--- src/rtl/vio_start_src.sv ---
// vio_start_src
// Synthesizable stand-in for the debug start-probe source that feeds the
// UART master test sequencer's `start` input. It drives one registered level,
// probe_out0, from one of three sources, highest priority first:
//   - a direct level write (set_i / set_val_i)
//   - a one-shot pulse request (pulse_i)
//   - an optional periodic auto-trigger (auto_en_i)
// Every pulse is high for PULSE_WIDTH cycles and is followed by a low gap of
// PULSE_WIDTH cycles. This lets a two-flop synchronizer plus edge detector see
// exactly one rising edge per pulse.
//
// Ports:
//   clk        in   system clock, rising edge
//   reset_i    in   asynchronous reset, active-high
//   set_i      in   level-write strobe
//   set_val_i  in   level written to probe_out0 when set_i is high
//   pulse_i    in   one-shot pulse request
//   auto_en_i  in   enables the periodic auto-trigger
//   probe_out0 out  registered start level
//   busy_o     out  registered, high while a pulse or its gap is in progress
module vio_start_src #(
    parameter logic        INIT_VALUE  = 1'b0,
    parameter int unsigned PULSE_WIDTH = 4,
    parameter int unsigned AUTO_PERIOD = 1000
) (
    input  logic clk,
    input  logic reset_i,
    input  logic set_i,
    input  logic set_val_i,
    input  logic pulse_i,
    input  logic auto_en_i,
    output logic probe_out0,
    output logic busy_o
);

    localparam int unsigned WCNT_W = (PULSE_WIDTH > 1) ? $clog2(PULSE_WIDTH) : 1;
    localparam int unsigned ACNT_W = (AUTO_PERIOD > 1) ? $clog2(AUTO_PERIOD) : 1;

    typedef enum logic [1:0] {
        ST_IDLE  = 2'd0,
        ST_PULSE = 2'd1,
        ST_GAP   = 2'd2
    } state_t;

    state_t              r_state;
    logic [WCNT_W-1:0]   r_wcnt;
    logic [ACNT_W-1:0]   r_acnt;
    logic                r_probe;
    logic                r_busy;

    logic                w_wcnt_last;
    logic                w_auto_fire;
    logic                w_start;

    assign w_wcnt_last = (r_wcnt == WCNT_W'(PULSE_WIDTH - 1));
    // Auto counter only advances while enabled, idle and low, so reaching the
    // terminal count implies all of those conditions still hold.
    assign w_auto_fire = auto_en_i && (r_acnt == ACNT_W'(AUTO_PERIOD - 1));
    // A pulse can only start from a low level; otherwise no rising edge results.
    assign w_start     = !r_probe && (pulse_i || w_auto_fire);

    // Single-process FSM with registered outputs.
    always_ff @(posedge clk or posedge reset_i) begin
        if (reset_i) begin
            r_state <= ST_IDLE;
            r_wcnt  <= '0;
            r_acnt  <= '0;
            r_probe <= INIT_VALUE;
            r_busy  <= 1'b0;
        end else if (set_i) begin
            // Level write wins over everything and cancels any pulse in flight.
            r_state <= ST_IDLE;
            r_wcnt  <= '0;
            r_acnt  <= '0;
            r_probe <= set_val_i;
            r_busy  <= 1'b0;
        end else begin
            case (r_state)
                ST_IDLE: begin
                    if (w_start) begin
                        r_state <= ST_PULSE;
                        r_wcnt  <= '0;
                        r_acnt  <= '0;
                        r_probe <= 1'b1;
                        r_busy  <= 1'b1;
                    end else if (auto_en_i && !r_probe) begin
                        r_acnt  <= r_acnt + ACNT_W'(1);
                    end else begin
                        r_acnt  <= '0;
                    end
                end
                ST_PULSE: begin
                    r_acnt <= '0;
                    if (w_wcnt_last) begin
                        r_state <= ST_GAP;
                        r_wcnt  <= '0;
                        r_probe <= 1'b0;
                    end else begin
                        r_wcnt  <= r_wcnt + WCNT_W'(1);
                    end
                end
                ST_GAP: begin
                    // Hold low for the minimum gap; requests here are dropped.
                    r_acnt  <= '0;
                    r_probe <= 1'b0;
                    if (w_wcnt_last) begin
                        r_state <= ST_IDLE;
                        r_wcnt  <= '0;
                        r_busy  <= 1'b0;
                    end else begin
                        r_wcnt  <= r_wcnt + WCNT_W'(1);
                    end
                end
                default: begin
                    r_state <= ST_IDLE;
                    r_wcnt  <= '0;
                    r_acnt  <= '0;
                    r_probe <= 1'b0;
                    r_busy  <= 1'b0;
                end
            endcase
        end
    end

    assign probe_out0 = r_probe;
    assign busy_o     = r_busy;

endmodule

--- config.mk ---
export PLATFORM = sky130hd
export DESIGN_NAME = vio_start_src
export DESIGN_NICKNAME = d
export VERILOG_FILES = /design/src/rtl/vio_start_src.sv
export SDC_FILE = /design/constraint.sdc
export NUM_CORES = 1
export LEC_CHECK = 0
export CAP_MARGIN = 20
export CORE_UTILIZATION = 40
export CTS_BUF_LIST = sky130_fd_sc_hd__clkbuf_4
export CTS_CLUSTER_DIAMETER = 100
export CTS_CLUSTER_SIZE = 12
export DETAILED_ROUTE_END_ITERATION = 10
export DONT_BUFFER_PORTS = 1
export SYNTH_ARGS = -nofsm -noshare
export SYNTH_HDL_FRONTEND = slang
export SYNTH_SLANG_ARGS = --single-unit
--- constraint.sdc ---
create_clock -name clk -period 2.04 [get_ports clk]
set_input_delay 0.204 -clock clk [delete_from_list [all_inputs] [get_ports clk]]
set_output_delay 0.204 -clock clk [all_outputs]
set_load 0.1 [all_outputs]
# Word-level counts from Yosys, hierarchy flattened
# Cells that the tools add are included.
# word_totals
register_bits,16
in_bits,6
elab_cells,44
# classes
reduce_logical,10
muxes,19
addsub,2
eq_ne,8
# op_table
operator,n
$mux 10,4
$mux 2,7
$add 10x1->10 const B,1
$eq 10x10->1 const B,1
$ne 3x3->1 const B,3
$pmux 2 s3,1
$reduce_and 3->1,2
$eq 2x2->1 const B,2
$mux 1,4
$pmux 2 s2,1
$logic_and 1x1->1,3
$pmux 1 s3,1
$add 2x1->2 const B,1
$eq 2x1->1 const B,1
$logic_not 2->1,1
$ne 2x2->1 const B,1
$pmux 1 s2,1
$reduce_and 2->1,1
$reduce_or 2->1,1
$logic_not 1->1,1
$logic_or 1x1->1,1

# Longest topological paths before layout
# Gate-level depths: netlist of the first run.
# depth
ltp_word,7
ltp_mapped,7

# Least setup slack after synthesis of the first run
# Ideal clock, no wire load.
# synth_timing
kind,register to register
start,register r_probe (netlist: probe_out0)
end,register r_acnt[3]
t_arrival_ps,1897
path_slack_ps,72
path_stages_with_launch,5
setup_time_ps,71
required_ps,1969
path_buffers,1
path_cell_list,dfrtp_1 -> o21ai_2 -> or4b_1 -> buf_6 -> nor2_1
# synth_via
elab_chain_cells,6
word_cells_on_any_way,7
classes_between,4 x mux; 3 x reduce/logical
# synth_rtl
item,line_no,rtl
start: declaration,48,logic r_probe;
start signal: assignment,75,r_probe <= set_val_i;
$logic_not 1->1 *,"60, 86",
$logic_and 1x1->1,86,end else if (auto_en_i && !r_probe) begin
$mux 10,86,
$mux 10 *,80,if (w_start) begin
$mux 10 *,78,case (r_state)
$mux 10 *,70,end else if (set_i) begin
end signal: assignment,87,r_acnt <= r_acnt + ACNT_W'(1);
end: declaration,47,logic [ACNT_W-1:0] r_acnt;
# Every way passes the cells marked *; elsewhere a longest branch is shown, timed or not.
# A chain may end at the register's enable or synchronous reset.

# Worst setup path after layout of the first run
# layout_timing
start,register r_state[0]
end,register r_acnt[4]
# layout_via
elab_chain_cells,3
# layout_rtl
item,line_no,rtl
start: declaration,45,state_t r_state;
start signal: assignment,65,r_state <= ST_IDLE;
start signal: assignment,72,r_state <= ST_IDLE;
start signal: assignment,81,r_state <= ST_PULSE;
$logic_not 2->1,78,
$mux 10,78,
$mux 10,70,
# No other way between the ends.

==> results of run 1 <==
-- metrics by stage --
stage,total power [mW],setup WS (ns),instances
final,1.04,0.179,120
after global routing,1.13,0.0202,120
after CTS,1.05,0.160,120
after floorplan,0.807,0.0717,88
after detailed placement,0.888,0.204,116
after global placement,0.888,0.222,116
-- flip-flops by register name (all words and copies together) (netlist names) --
name	flops
busy_o	1
probe_out0	1
r_state	2
r_wcnt	2
r_acnt	10
-- worst max path at each step --
stage	to	cells past startpoint	start
after floorplan	r_acnt[3]	4	probe_out0
after global placement	r_acnt[6]	5	r_acnt[0]
after detailed placement	r_acnt[5]	6	r_state[0]
after CTS	r_acnt[5]	6	r_state[0]
after global routing	r_acnt[7]	6	r_state[1]
final	r_acnt[4]	6	r_state[0]
-- routing by layer --
layer  global-route usage  wire length, µm  up-vias
met5                    0                0        -
li1                     -                -      306
met2                0.198              618        8
met1                0.217              754      293
met3               0.0401               44        2
met4               0.0571               13        0
-- kinds of logic after synthesis --
family,Yosys count
buffers and inverters,9
flip-flops,16
AO/OA/AOI/OAI,8
AND/OR/NAND/NOR,36
adder cells (fa/ha/maj),6
multiplexers,5
XOR/XNOR,8
-- power groups by stage --
stage | Combinational, mW | Sequential (mW) | Clock [mW]
CTS | 0.472 | 0.415 | 0.167
global placement | 0.468 | 0.420 | 0
detailed placement | 0.467 | 0.421 | 0
floorplan | 0.267 | 0.540 | 0
finish | 0.472 | 0.414 | 0.156
global route | 0.521 | 0.424 | 0.185
-- layout make-up --
cell class,count,share of cell area
sequential,16,0.410
multi-input combinational,63,0.476
clock buffer,3,0.0231
timing repair buffer,3,0.0256
inverter,8,0.0308
tap,27,0.0346
-- synthesized netlist by cell type --
| library cell | n |
|---|---|
| xnor2_1 | 6 |
| nor2_1 | 13 |
| ha_1 | 6 |
| a21oi_1 | 2 |
| nand4bb_1 | 1 |
| inv_1 | 8 |
| mux2i_1 | 2 |
| o2bb2ai_1 | 1 |
| nor4_1 | 1 |
| nor4_4 | 1 |
| nand2_1 | 6 |
| dfrtp_1 | 16 |
| and3b_1 | 1 |
| nand2b_1 | 2 |
| o21ai_2 | 2 |
| nand3_1 | 3 |
| o21ai_0 | 2 |
| o22ai_1 | 1 |
| mux2_4 | 1 |
| xor2_1 | 2 |
| nor3_1 | 4 |
| buf_6 | 1 |
| or4b_1 | 1 |
| nor2_2 | 1 |
| nor2b_4 | 1 |
| mux2_2 | 2 |
| nand4_2 | 1 |
==> metrics.yaml, run 1 <==
status: "complete, no violations"
antenna_found_initial: 0
fmax_ghz: 0.537
drive_above_1_share: 0.151
final_cell_mix: "dfrtp_1 (16), nor2_1 (13), inv_1 (8)"
synth-seq-area-share: 0.442
clock_path_buffers: 2
finalSetupViolCount: 0
fin_hold_ws_ns: 0.116
grt_pass1_vias: 577
power_density_mw_per_mm2: 1070
fillers: 196
fin_setup_tns_ns: 0
final.period_utilization: 0.912
synth_xor_area_frac: 0.0773
crit_buf_inv: 1
synth.distinct_cells: 27
first_pass_iters: 5
hp-class: "input port to register"
portBuffers: 0
p_switching_mw: 0.428
place_area_um2: 943
seqPwrFrac: 0.397
power.internal_mw: 0.614
path_class: "register to register"
synthMuxAreaShare: 0.0635
period_needed_ns: 1.86
synth_top_family_by_area: "simple AND/OR/NAND/NOR gates"
post-route-drc-count: 0
final_common_cell: "dfrtp_1"
cts_tree: "yes"
drv_cap: 0
rr_endpoint: "r_acnt[4]"
drt-total-wl_um: 1430
hold_violations: 0
worst_slew_pin_slew_ns: 0.595
reg2reg_depth: 6
die_x_um: 49.6
cts_root_buf: "clkbuf_4"
clkLatencyLatePin_ns: 0.27
holdPathStages: 2
clkTransAtPathRegs_ns: 0.08
crit_fanout: 10
grt_max_degree: 17
routedWlPerCell_um: 11.9
core_mm2: 0.00204
p_sw_frac: 0.411
p_clk_frac: 0.150
r2r_start: "r_state[0]"
ctsHoldBuffers: 1
synth_compound_area_frac: 0.0580
ctsResizeCount: 0
row_count: 16
area_growth_syn_to_layout_pct: 7.73
gp_congestion: 0.787
finalNetCount: 107
avgSynthCellArea_um2: 10.3
path_delay_family: "simple AND/OR/NAND/NOR gates"
overflow: 0
crit_path_top_delay_cell: "or4b_1"
pwr-share-comb: 0.453
worst_setup_path_end_kind: "register"
via_per_inst: 5.08
fin_area_um2: 976
hold_end: "r_state[1]"
syn_nets: 100
final_antenna_net_count: 0
route.vias.total: 609
hp-start: "set_i"
grt_first_pass_wirelength_um: 2700
multi_input_area_um2: 464
die_y_um: 49.6
required_ns: 2.25
rsz0062_at_grt: "no"
diodes: 0
max_stage_delay_ns: 0.66
drv_slew: 0
start_util: 0.444
regArea_um2: 400
cp.arrival_ns: 2.07
synthSimpleGateAreaFrac: 0.231
floorplan.die_area_mm2: 0.00246
crit_chain: "inv_1, ha_1, nor2b_4, o21ai_2, or4b_1, nor2_1"
hpwl_um: 1090
grt_usage: 0.146
vdd_ir_drop_max_uv: 708
finalClockSkew_ns: 0.000571
cts_setup_buffers: 0
numCtsBuffers: 3
leakagePower_nw: 0.421
io_pins: 8
netlist_instances: 88
fin_util: 0.478
synthTopCellsByArea: "dfrtp_1 (44%), ha_1 (8.3%), xnor2_1 (5.8%)"
start_kind: "register"
cts.sinks: 16
htreeDepth: 1
yosysTopAreaCellShare: 0.442
synthAdderAreaFrac: 0.0829
ys_seq_elements: 16
relSlewSlack: 0.603
first_iter_violations: 5
ys_warn_count: 0
rrSetupSlack_ns: 0.18
syn_area_um2: 906
yosys.area.top_type: "dfrtp_1"
Power figures use the tool's default switching activity.
==> inputs of run 2 (changes only) <==
--- a/config.mk
+++ b/config.mk
@@ -5,13 +5,13 @@
 export SDC_FILE = /design/constraint.sdc
 export NUM_CORES = 1
 export LEC_CHECK = 0
+export BUFFER_PORTS_ARGS = -buffer_cell sky130_fd_sc_hd__buf_4
 export CAP_MARGIN = 20
 export CORE_UTILIZATION = 40
 export CTS_BUF_LIST = sky130_fd_sc_hd__clkbuf_4
 export CTS_CLUSTER_DIAMETER = 100
 export CTS_CLUSTER_SIZE = 12
 export DETAILED_ROUTE_END_ITERATION = 10
-export DONT_BUFFER_PORTS = 1
 export SYNTH_ARGS = -nofsm -noshare
 export SYNTH_HDL_FRONTEND = slang
 export SYNTH_SLANG_ARGS = --single-unit
==> metrics.yaml, run 2 (synthesis results as in run 1) <==
floorplan.die_area_mm2: 0.00246  # unchanged
first_pass_iters: 4  # -1
grt_first_pass_wirelength_um: 2780  # +3.1%
vdd_ir_drop_max_uv: 674  # -4.7%
rsz0062_at_grt: "no"
r2r_start: "r_state[1]"
fin_setup_tns_ns: 0  # unchanged
overflow: 0  # unchanged
finalClockSkew_ns: 0.000896  # +0.000325 ns
cts_tree: "yes"
cp.arrival_ns: 1.97  # -0.10 ns
die_x_um: 49.6  # unchanged
grt_pass1_vias: 639  # +11%
antenna_found_initial: 0  # unchanged
routedWlPerCell_um: 12.2  # +2.6%
die_y_um: 49.6  # unchanged
reg2reg_depth: 6  # unchanged
final.period_utilization: 0.855  # -0.0567
rr_endpoint: "r_acnt[9]"
fmax_ghz: 0.573  # +6.6%
required_ns: 2.27  # +0.02 ns
via_per_inst: 4.86  # -4.3%
start_kind: "register"
largestRegisters: "r_acnt x10, r_state x2, r_wcnt x2"
portBuffers: 7  # +7
clkLatencyLatePin_ns: 0.29  # +0.02 ns
gp_congestion: 0.778  # -1.1%
start_util: 0.444  # unchanged
cts_setup_buffers: 0  # unchanged
violations: "hold timing"
finalSetupViolCount: 0  # unchanged
drv_cap: 0  # unchanged
period_needed_ns: 1.74  # -0.116 ns
post-route-drc-count: 0  # unchanged
drv_slew: 0  # unchanged
largest-register: "r_acnt"
grt_max_degree: 17  # unchanged
final_cell_mix: "dfrtp_1 (16), nor2_1 (13), inv_1 (8)"
finalNetCount: 111  # +3.7%
diodes: 0  # unchanged
worst_setup_path_end_kind: "register"
core_mm2: 0.00204  # unchanged
hold_violations: 16  # +16
rrSetupSlack_ns: 0.30  # +0.12 ns
worst_slew_pin_slew_ns: 0.591  # -0.00392 ns
htreeDepth: 1  # unchanged
hp-class: "input port to async pin"
first_iter_violations: 9  # +4
route.vias.total: 607  # -0.33%
hpwl_um: 1120  # +3.2%
drive_above_1_share: 0.204  # +0.0535
drt-total-wl_um: 1530  # +6.8%
cts.sinks: 16  # unchanged
clock_path_buffers: 2  # unchanged
row_count: 16  # unchanged
io_pins: 8  # unchanged
leakagePower_nw: 0.444  # +5.5%
final_common_cell: "dfrtp_1"
relSlewSlack: 0.606  # +0.00261
power_density_mw_per_mm2: 1070  # about the same
path_class: "register to register"
numCtsBuffers: 3  # unchanged
area_growth_syn_to_layout_pct: 11.6
status: "complete, but fails checks"
grt_usage: 0.152  # +0.00595
fin_hold_ws_ns: -0.0288  # -0.145 ns
largest_reg_flops: 10  # unchanged
final_antenna_net_count: 0  # unchanged
cts_root_buf: "clkbuf_4"
clkTransAtPathRegs_ns: 0.10  # +0.02 ns
crit_fanout: 10  # unchanged
## run 2: how the worst max path moves through the flow
stage	startpoint	to	slack, ns
after global placement	r_state[1]	r_acnt[9]	0.18
after floorplan	probe_out0	r_acnt[3]	0.07
final	r_state[1]	r_acnt[9]	0.30
after global routing	r_state[1]	r_acnt[5]	0.15
after detailed placement	r_state[1]	r_acnt[9]	0.19
after CTS	r_state[1]	r_acnt[9]	0.15
## run 2: what timing repair did
action / in CTS / in global routing
hold buffers: 0 / 0
hold endpoints to repair: 0 / 0
gates resized for setup: 0 / 1
setup endpoints to repair: 0 / 1
## run 2: power breakdown
group | internal [mW] | leakage, nW | switching, mW | total [mW]
combinational | 0.184 | 0.211 | 0.300 | 0.484
clock | 0.0711 | 0.0154 | 0.105 | 0.176
sequential | 0.371 | 0.218 | 0.0470 | 0.418
total | 0.627 | 0.444 | 0.452 | 1.08
## run 2: cell type report
cell class | count | area [µm²]
repair buffers | 7 | 52.6
inverters | 8 | 30.0
clock buffers | 3 | 22.5
well taps | 27 | 33.8
fillers | 207 | 1030
clock inverters | 1 | 3.75
multi-input cells | 63 | 468
flip-flops and latches | 16 | 400
## run 2: through the flow
stage | cells | setup slack (ns) | power, mW | utilization | instance area [µm²]
floorplan | 88 | 0.0717 | 0.807 | - | 906
detailed placement | 121 | 0.186 | 0.905 | 0.480 | 981
finish | 125 | 0.295 | 1.08 | 0.495 | 1010
global route | 125 | 0.148 | 1.16 | 0.495 | 1010
global placement | 121 | 0.183 | 0.898 | 0.480 | 981
CTS | 125 | 0.152 | 1.08 | 0.493 | 1010
## run 2: per-layer routing
layer / track usage / wire length, µm
met4: 0.0714 / 33
met5: 0 / 0
met2: 0.223 / 669
met3: 0.0309 / 56
met1: 0.213 / 771
## run 2: critical path, stage by stage, from the launching register on
cell     delay, ns
dfrtp_1       0.40
inv_1         0.12
ha_1          0.16
nor2b_4       0.18
o21ai_2       0.12
or4b_4        0.57
nor2_1        0.13
